`config.mk`:
```
export PLATFORM = sky130hd
export DESIGN_NAME = dat_mem_stk
export DESIGN_NICKNAME = d
export VERILOG_FILES = /design/src/rtl/dat_mem_pkg.sv /design/src/rtl/dat_mem_stk_ctrl.sv /design/src/rtl/dat_mem_stk.sv
export SDC_FILE = /design/constraint.sdc
export NUM_CORES = 2
export LEC_CHECK = 0
export CORE_ASPECT_RATIO = 1.75
export CORE_MARGIN = 2
export CORE_UTILIZATION = 55
export DETAILED_ROUTE_END_ITERATION = 10
export PLACE_DENSITY = 0.82
export SYNTH_ARGS = -nofsm -noshare
export SYNTH_HDL_FRONTEND = slang
export SYNTH_SLANG_ARGS = --single-unit
```
`constraint.sdc`:
```
create_clock -name clk_i -period 11.5 [get_ports clk_i]
set_input_delay 1.15 -clock clk_i [delete_from_list [all_inputs] [get_ports clk_i]]
set_output_delay 1.15 -clock clk_i [all_outputs]
set_load 0.02 [all_outputs]
```
`src/rtl/dat_mem_pkg.sv`:
```
// Shared constants and types for the data memory with integrated hardware stack.
// Holds default geometry, the preloaded mask words and the stack-operation decode.
package dat_mem_pkg;

  localparam int DW_DEF        = 8;
  localparam int DEPTH_DEF     = 256;
  localparam int STK_DEPTH_DEF = 16;

  localparam int MASK_ADDR_0 = 60;
  localparam int MASK_ADDR_1 = 61;
  localparam int MASK_ADDR_2 = 62;

  localparam logic [7:0] MASK_VAL_0 = 8'h10;
  localparam logic [7:0] MASK_VAL_1 = 8'hE0;
  localparam logic [7:0] MASK_VAL_2 = 8'hF0;

  typedef enum logic [1:0] {
    STK_NOP,
    STK_PUSH,
    STK_POP,
    STK_REPL
  } stk_op_t;

  // push+pop on an empty stack degrades to a plain push
  function automatic stk_op_t stk_decode(input logic push, input logic pop, input logic empty);
    stk_op_t op;
    op = STK_NOP;
    if (push && pop) op = empty ? STK_PUSH : STK_REPL;
    else if (push)   op = STK_PUSH;
    else if (pop)    op = STK_POP;
    return op;
  endfunction

endpackage

```
`src/rtl/dat_mem_stk_ctrl.sv`:
```
// Stack controller: stack pointer, occupancy, sticky error flags and op decode.
// Drives the stack side of the single array write port.
module dat_mem_stk_ctrl
  import dat_mem_pkg::*;
#(
  parameter  int DW        = DW_DEF,
  parameter  int DEPTH     = DEPTH_DEF,
  parameter  int STK_DEPTH = STK_DEPTH_DEF,
  localparam int AW        = $clog2(DEPTH)
) (
  input  logic          clk_i,
  input  logic          rst_n_i,
  input  logic          push_i,
  input  logic          pop_i,
  input  logic [DW-1:0] push_dat_i,
  input  logic          clr_err_i,
  output logic [AW-1:0] sp_o,
  output logic          empty_o,
  output logic          full_o,
  output logic          ovf_o,
  output logic          unf_o,
  output logic          we_o,
  output logic [AW-1:0] waddr_o,
  output logic [DW-1:0] wdata_o
);

  localparam int CW = $clog2(STK_DEPTH + 1);

  logic [AW-1:0] sp_q, sp_d;
  logic [CW-1:0] cnt_q, cnt_d;
  logic          ovf_q, ovf_d;
  logic          unf_q, unf_d;
  logic          ovf_set, unf_set;
  stk_op_t       op;

  assign empty_o = (cnt_q == '0);
  assign full_o  = (cnt_q == CW'(STK_DEPTH));
  assign sp_o    = sp_q;
  assign ovf_o   = ovf_q;
  assign unf_o   = unf_q;

  always_comb begin
    op      = stk_decode(push_i, pop_i, empty_o);
    sp_d    = sp_q;
    cnt_d   = cnt_q;
    ovf_set = 1'b0;
    unf_set = 1'b0;
    we_o    = 1'b0;
    waddr_o = sp_q;
    wdata_o = push_dat_i;
    case (op)
      STK_PUSH: begin
        if (!full_o) begin
          we_o  = 1'b1;
          sp_d  = sp_q - 1'b1;
          cnt_d = cnt_q + 1'b1;
        end else begin
          ovf_set = 1'b1;
        end
      end
      STK_POP: begin
        if (!empty_o) begin
          sp_d  = sp_q + 1'b1;
          cnt_d = cnt_q - 1'b1;
        end else begin
          unf_set = 1'b1;
        end
      end
      STK_REPL: begin
        we_o    = 1'b1;
        waddr_o = sp_q + 1'b1;
      end
      default: ;
    endcase
    // a fresh error in the clearing cycle keeps the flag set
    ovf_d = ovf_set | (ovf_q & ~clr_err_i);
    unf_d = unf_set | (unf_q & ~clr_err_i);
  end

  always_ff @(posedge clk_i or negedge rst_n_i) begin
    if (!rst_n_i) begin
      sp_q  <= AW'(DEPTH - 1);
      cnt_q <= '0;
      ovf_q <= 1'b0;
      unf_q <= 1'b0;
    end else begin
      sp_q  <= sp_d;
      cnt_q <= cnt_d;
      ovf_q <= ovf_d;
      unf_q <= unf_d;
    end
  end

endmodule

```
`src/rtl/dat_mem_stk.sv`:
```
// Data memory with load/store port and downward-growing hardware stack.
// Top level: array, combinational read muxes and write-port priority (push > store).
module dat_mem_stk
  import dat_mem_pkg::*;
#(
  parameter  int DW        = DW_DEF,
  parameter  int DEPTH     = DEPTH_DEF,
  parameter  int STK_DEPTH = STK_DEPTH_DEF,
  localparam int AW        = $clog2(DEPTH)
) (
  input  logic          clk_i,
  input  logic          rst_n_i,
  input  logic [AW-1:0] addr_i,
  input  logic [DW-1:0] dat_in_i,
  input  logic          wr_en_i,
  output logic [DW-1:0] dat_out_o,
  input  logic          push_i,
  input  logic [DW-1:0] push_dat_i,
  input  logic          pop_i,
  output logic [DW-1:0] tos_o,
  output logic [AW-1:0] sp_o,
  output logic          empty_o,
  output logic          full_o,
  output logic          st_busy_o,
  output logic          ovf_o,
  output logic          unf_o,
  input  logic          clr_err_i
);

  localparam logic [AW-1:0] MADDR [3] = '{AW'(MASK_ADDR_0), AW'(MASK_ADDR_1), AW'(MASK_ADDR_2)};
  localparam logic [DW-1:0] MVAL  [3] = '{DW'(MASK_VAL_0), DW'(MASK_VAL_1), DW'(MASK_VAL_2)};

  logic [DW-1:0] core_q [DEPTH];
  logic [2:0]    mask_dirty_q;

  logic          stk_we;
  logic [AW-1:0] stk_waddr;
  logic [DW-1:0] stk_wdata;
  logic          store_we;
  logic          mem_we;
  logic [AW-1:0] mem_waddr;
  logic [DW-1:0] mem_wdata;
  logic [AW-1:0] tos_addr;

  dat_mem_stk_ctrl #(
    .DW        (DW),
    .DEPTH     (DEPTH),
    .STK_DEPTH (STK_DEPTH)
  ) u_ctrl (
    .clk_i      (clk_i),
    .rst_n_i    (rst_n_i),
    .push_i     (push_i),
    .pop_i      (pop_i),
    .push_dat_i (push_dat_i),
    .clr_err_i  (clr_err_i),
    .sp_o       (sp_o),
    .empty_o    (empty_o),
    .full_o     (full_o),
    .ovf_o      (ovf_o),
    .unf_o      (unf_o),
    .we_o       (stk_we),
    .waddr_o    (stk_waddr),
    .wdata_o    (stk_wdata)
  );

  // any push request owns the write port, even one rejected as overflow
  assign store_we  = wr_en_i && !push_i;
  assign st_busy_o = wr_en_i && push_i;
  assign mem_we    = stk_we || store_we;
  assign mem_waddr = stk_we ? stk_waddr : addr_i;
  assign mem_wdata = stk_we ? stk_wdata : dat_in_i;
  assign tos_addr  = sp_o + 1'b1;

  always_ff @(posedge clk_i) begin
    if (mem_we && rst_n_i) core_q[mem_waddr] <= mem_wdata;
  end

  // mask words read as their constants until first overwritten
  always_ff @(posedge clk_i or negedge rst_n_i) begin
    if (!rst_n_i) begin
      mask_dirty_q <= '0;
    end else begin
      for (int i = 0; i < 3; i++) begin
        if (mem_we && (mem_waddr == MADDR[i])) mask_dirty_q[i] <= 1'b1;
      end
    end
  end

  always_comb begin
    dat_out_o = core_q[addr_i];
    tos_o     = core_q[tos_addr];
    for (int i = 0; i < 3; i++) begin
      if ((addr_i == MADDR[i]) && !mask_dirty_q[i])   dat_out_o = MVAL[i];
      if ((tos_addr == MADDR[i]) && !mask_dirty_q[i]) tos_o     = MVAL[i];
    end
    if (empty_o) tos_o = '0;
  end

endmodule

```
# Word level (Yosys, flattened, before mapping)
# Memory sizes are Yosys's and may differ from the RTL's.
# Index checks and enable logic that the tools add are counted.
[word_totals] ramBits=2048 in_bits=30 output_inout_bits=29 mem_count=1 wordCells=81 regBits=18
[classes] reduce_logical=21 mux=28 n_addsub=4 eq_ne=15 bitwise=5
[mem_list] memory="core_q" words=256 width=8 read_ports=2 rd_ports_with_merged_regs=0 write_ports=1 line_no="dat_mem_stk.sv:33" rtl="logic [DW-1:0] core_q [DEPTH];"
[op_table] cell="$mux 8" count=12
[op_table] cell="$eq 8x6->1 const B" count=9
[op_table] cell="$pmux 8 s2" count=1
[op_table] cell="$logic_and 1x1->1" count=13
[op_table] cell="$mux 5" count=2
[op_table] cell="$pmux 5 s2" count=1
[op_table] cell="$add 8x1->8 const B" count=1
[op_table] cell="$mux 2" count=4
[op_table] cell="$sub 8x1->8 const B" count=1
[op_table] cell="$mux 1" count=7
[op_table] cell="$add 5x1->5 const B" count=1
[op_table] cell="$eq 5x5->1 const B" count=1
[op_table] cell="$logic_not 5->1" count=1
[op_table] cell="$sub 5x1->5 const B" count=1
[op_table] cell="$eq 2x2->1 const B" count=2
[op_table] cell="$logic_not 1->1" count=4
[op_table] cell="$ne 2x2->1 const B" count=2
[op_table] cell="$reduce_and 3->1" count=1
[op_table] cell="$and 1x1->1" count=2
[op_table] cell="$eq 2x1->1 const B" count=1
[op_table] cell="$or 1x1->1" count=2
[op_table] cell="$pmux 1 s2" count=1
[op_table] cell="$reduce_bool 2->1" count=1
[op_table] cell="$logic_or 1x1->1" count=1
[op_table] cell="$not 1->1" count=1

# Longest topological paths before layout
[logic_depth] word_depth=9 ltp_mapped=17 depth_no_buf=9

# Hierarchy
# Synthesis repeated with hierarchy kept, for this count alone.
[hier_totals] hier_cells=4887 hier_area_um2=97642.4
[modules_own_cells] mod="dat_mem_stk" cells_each=4762 seq_area_each_um2=61574.1 instances=1 area_per_inst_um2=96453.8
[modules_own_cells] mod="dat_mem_stk_ctrl" cells_each=125 seq_area_each_um2=385.4 instances=1 area_per_inst_um2=1188.6

# Least setup slack after synthesis
# Ideal clock, no wire load.
[synth_timing] path_type="register to output" start="register u_ctrl.sp_q[0], in the netlist u_ctrl.sp_o[0]" end="output port tos_o[5]" path_slack_ns=6.510 t_required_ns=10.350 arrival_ns=3.840 path_buffers=5 stages_incl_launch_ff=14 cell_sequence="dfstp_2 -> buf_2 -> buf_2 -> inv_2 -> ha_1 -> buf_4 -> buf_4 -> buf_1 -> mux4_2 -> mux4_2 -> nand2_1 -> a21oi_1 -> nor4_1 -> o32ai_1"
[synth_between] elab_chain_len=7 elab_cells_between_ends=12 classes_between="add/sub (1); eq/ne (3); mux (4); reduce/logical (3); memory (1)"
[synth_rtl] element="start, declared" line_no="dat_mem_stk_ctrl.sv:29" rtl="logic [AW-1:0] sp_q, sp_d;"
[synth_rtl] element="start signal, assigned" line_no="dat_mem_stk_ctrl.sv:82" rtl="sp_q <= AW'(DEPTH - 1);"
[synth_rtl] element="start signal, assigned" line_no="dat_mem_stk_ctrl.sv:87" rtl="sp_q <= sp_d;"
[synth_rtl] element="$add 8x1->8 *" line_no="dat_mem_stk.sv:72" rtl="assign tos_addr = sp_o + 1'b1;"
[synth_rtl] element="branches (longest 4 deep; another with $mem_v2 256x8)"
[synth_rtl] element="$mux 8 *" line_no="dat_mem_stk.sv:94" rtl="if ((tos_addr == MADDR[i]) && !mask_dirty_q[i]) tos_o = MVAL[i];"
[synth_rtl] element="$mux 8 *" line_no="dat_mem_stk.sv:96" rtl="if (empty_o) tos_o = '0;"
[synth_rtl] element="end, declared" line_no="dat_mem_stk.sv:20" rtl="output logic [DW-1:0] tos_o,"
# Mark *: on every way between the ends.

# Worst setup path after layout
[layout_timing] start="register u_ctrl.sp_q[0], in the netlist u_ctrl.sp_o[0]" end="output port tos_o[6]"
# The elaborated chain is that of the path after synthesis.

==> summary.txt <==
Yosys
  • Synth Area in Compound Gates: 0.0181
  • Post-synthesis adder-cell area fraction: 0.00123
  • Most used flip-flop cell after synthesis: edfxtp_1
  • Proportion of synthesized chip area in sequential cells: 0.635
  • Synth async-reset ratio: 0.00871
  • Syn_nets: 5001
  • Synth unique cells: 73
  • Mapped cell area: around 98000 µm²
  • Syn Inst Count: 4962
  • Post-synthesis simple-gate area fraction: 0.0413
  • Synth warnings: 0
  • Synth Register Bits: ~2100
  • Mux cell area share after synthesis: 0.282
  • Avg Synthesized Cell Area: 19.7 µm²
  • Main combinational cell family by area after synthesis: multiplexers
  • Post-synth EDFFs: 2048
  • XOR/XNOR Fraction of Synth Area: 0.00260

Floorplan
  • Die area: 181000 µm²
  • Io pins: 59
  • Core box area: 176000 µm²
  • Initial Util: 0.554
  • Die Wd: 323 µm
  • Die height: 561 µm
  • # rows: 204

Setup path
  • R2R Path Start: u_ctrl.sp_o[0]
  • Type of origin of the critical path: flip-flop
  • Worst Path Required: 10.35 ns
  • CP max-delay cell: dfstp_4
  • Crit Path Category: flip-flop to output pin
  • Worst Setup SP: u_ctrl.sp_o[0]
  • Crit path max fanout: 96
  • Setup crit end kind: output pin
  • CP Data Arrival Time: 8.05 ns
  • Crit-path cells: inv_2 -> ha_4 -> buf_4 -> buf_12 -> mux4_2 -> nand2_1 -> nand3_1 -> nand3_1 -> nand3_1 -> o22ai_1 -> o32ai_1 -> clkdlybuf4s50_1
  • Largest stage delay, worst path: 1.23 ns
  • CP dominant cell by count: nand3_1

Clock tree
  • Worst-path clk slew: 0.07 ns
  • TritonCTS Buffers: 177
  • Clock Sinks: 2066
  • CTS tree: yes
  • H-tree levels: 4
  • Cts hold-fix bufs: 0
  • Later-pin clock latency in the skew report: 0.88 ns
  • Postcts setup bufs: 0
  • Clk buf depth: 4
  • CTS root buffer: clkbuf_16
  • PostCTS Resize Cnt: 0

Route
  • Final ANT Viol Nets: 0
  • First-pass DRT Iterations: 8
  • Routed len/inst: 41.2 µm
  • Drt drc: 0
  • DR iter-0 viols: between 10000 and 15000
  • Via-to-Cell Ratio: 7.74
  • Routed vias: 57500
  • WL final: 306 mm

STA
  • Worst slew pin tran: ~1.6 ns
  • Layout Skew: around 0.042 ns
  • Worst slew margin: -0.0928
  • Final WS setup: roughly 2.3 ns
  • # setup viols final: 0
  • TNS Setup: 0 ns
  • RSZ-0062 raised after global routing: false
  • Final slew viol count: 2
  • Final Hold Fails: 0
  • Final period utilization: 0.800
  • Fin crit period: 9.20 ns
  • Fmax: 0.109 GHz

Global route
  • Initial antenna violation count: 19
  • Overflow after GRT: 0
  • First-pass GRT wire length: 433 mm
  • GRT Total Usage: 0.343
  • Largest net degree at the start of global routing: 162
  • Vias in the first global route: 58100

Finish
  • Commonest cells after routing, fill and taps aside: 2048 x edfxtp_1, 1179 x mux4_2, 378 x nand2_1, 281 x nor2_1, 179 x clkbuf_16
  • Final instance area: 106000 µm²
  • Final Net Count: 4951
  • Final core utilization: 0.602
  • Share of cells above drive strength 1: 0.316
  • Most common cell after layout, fill and taps aside: edfxtp_1
  • Finished Layout Cells: 7428
  • Area growth syn-to-layout: 8.80%

Place
  • Buffers added on ports: between 50 and 60
  • Area after DPL: a little over 100000 µm²
  • Placed cells: 7101
  • Dpl hpwl: 187 mm
  • DP Worst Slack: 3.61 ns
  • GPL Wtd Cong: ~0.95

Min path
  • Min-delay src: u_ctrl.unf_o
  • Tightest Hold Check Type: flip-flop to flip-flop

Run
  • Maxcap violations: 1

Power
  • Leakage: 32.5 nW
  • P per Cell Area: between 200 and 250 nW/µm²
  • Maximum VDD drop: 0.354 mV

Outcome
  • Outcome: complete, but fails checks
  • Failing checks: capacitance limit, slew limit
critical path: cells and delay by family, from the launching register on:
family,cells,cell delay (ns)
flops,1,1.23
simple gates,4,0.67
fa+ha+maj,1,0.73
mux,1,0.60
buf+inv,4,2.22
compound gates,2,1.49
power by group:
group	leakage, nW	switching, mW	internal, mW
Clock	2.78	2.75	3.33
Combinational	11.1	5.92	4.22
Sequential	18.6	0.154	8.45
Total	32.5	8.83	16.0
layout make-up:
type | count | area, µm²
clock inverters | 108 | 1110
clock buffers | 205 | 4580
well taps | 2369 | 2960
inverters | 15 | 56.3
fillers | 11800 | 70100
multi-input cells | 2484 | 33900
flip-flops and latches | 2066 | 62000
diodes | 13 | 32.5
repair buffers | 168 | 1650
per-layer routing:
layer / wire, µm / up-vias / track usage
met5: 175 / - / 0
met4: 30900 / 21 / 0.272
met3: 42300 / 1449 / 0.103
met2: 146000 / 5693 / 0.535
met1: 87000 / 29300 / 0.396
li1: - / 21000 / -
kinds of logic (layout without fill, tap and decap cells):
kind of cell,count (synthesis),after routing
multiplexers,1271,1271
flip-flops,2066,2066
XOR/XNOR,29,29
other,0,13
AND/OR/NAND/NOR,928,928
buffers and inverters,412,496
AO/OA/AOI/OAI,247,247
adder cells (fa/ha/maj),9,9
sequential cells by signal, summed over array words and instances (netlist names):
name,flops
u_ctrl.cnt_q,5
u_ctrl.sp_o,8
u_ctrl.ovf_o,1
core_q,2048
mask_dirty_q,3
u_ctrl.unf_o,1
cells in the mapped netlist, types with 14 or more instances:
master / count / area, µm²
a211oi_1: 26 / 195
a21oi_1: 55 / 275
a311oi_1: 29 / 254
and2_1: 31 / 194
and3_1: 29 / 181
buf_1: 35 / 131
buf_2: 191 / 956
buf_4: 33 / 248
buf_6: 14 / 158
clkbuf_1: 123 / 462
edfxtp_1: 2048 / 61500
mux2i_1: 80 / 801
mux4_2: 1179 / 26600
nand2_1: 379 / 1420
nand3_1: 124 / 621
nor2_1: 283 / 1060
nor2b_1: 14 / 87.6
nor4_1: 16 / 100
o21ai_0: 24 / 120
xnor2_1: 20 / 175
through the flow:
stage / power (mW) / hold slack (ns)
6_report: 24.8 / 0.542
5_1_grt: 25.3 / 0.560
4_1_cts: 24.5 / 0.550
3_5_place_dp: 18.5 / 0.535
3_3_place_gp: 18.4 / 0.519
2_1_floorplan: 15.4 / 0.463
path summary, 6_finish.rpt:
check,end,slack [ns],cells past startpoint
min,u_ctrl.unf_o,0.54,2
min reg2reg,u_ctrl.unf_o,0.54,2
max reg2reg,core_q[73][4],5.59,8
max in group asynchronous,u_ctrl.sp_o[1],10.51,2
min in group asynchronous,u_ctrl.unf_o,0.66,2
max,tos_o[6],2.30,12
Power figures use the tool's default switching activity.
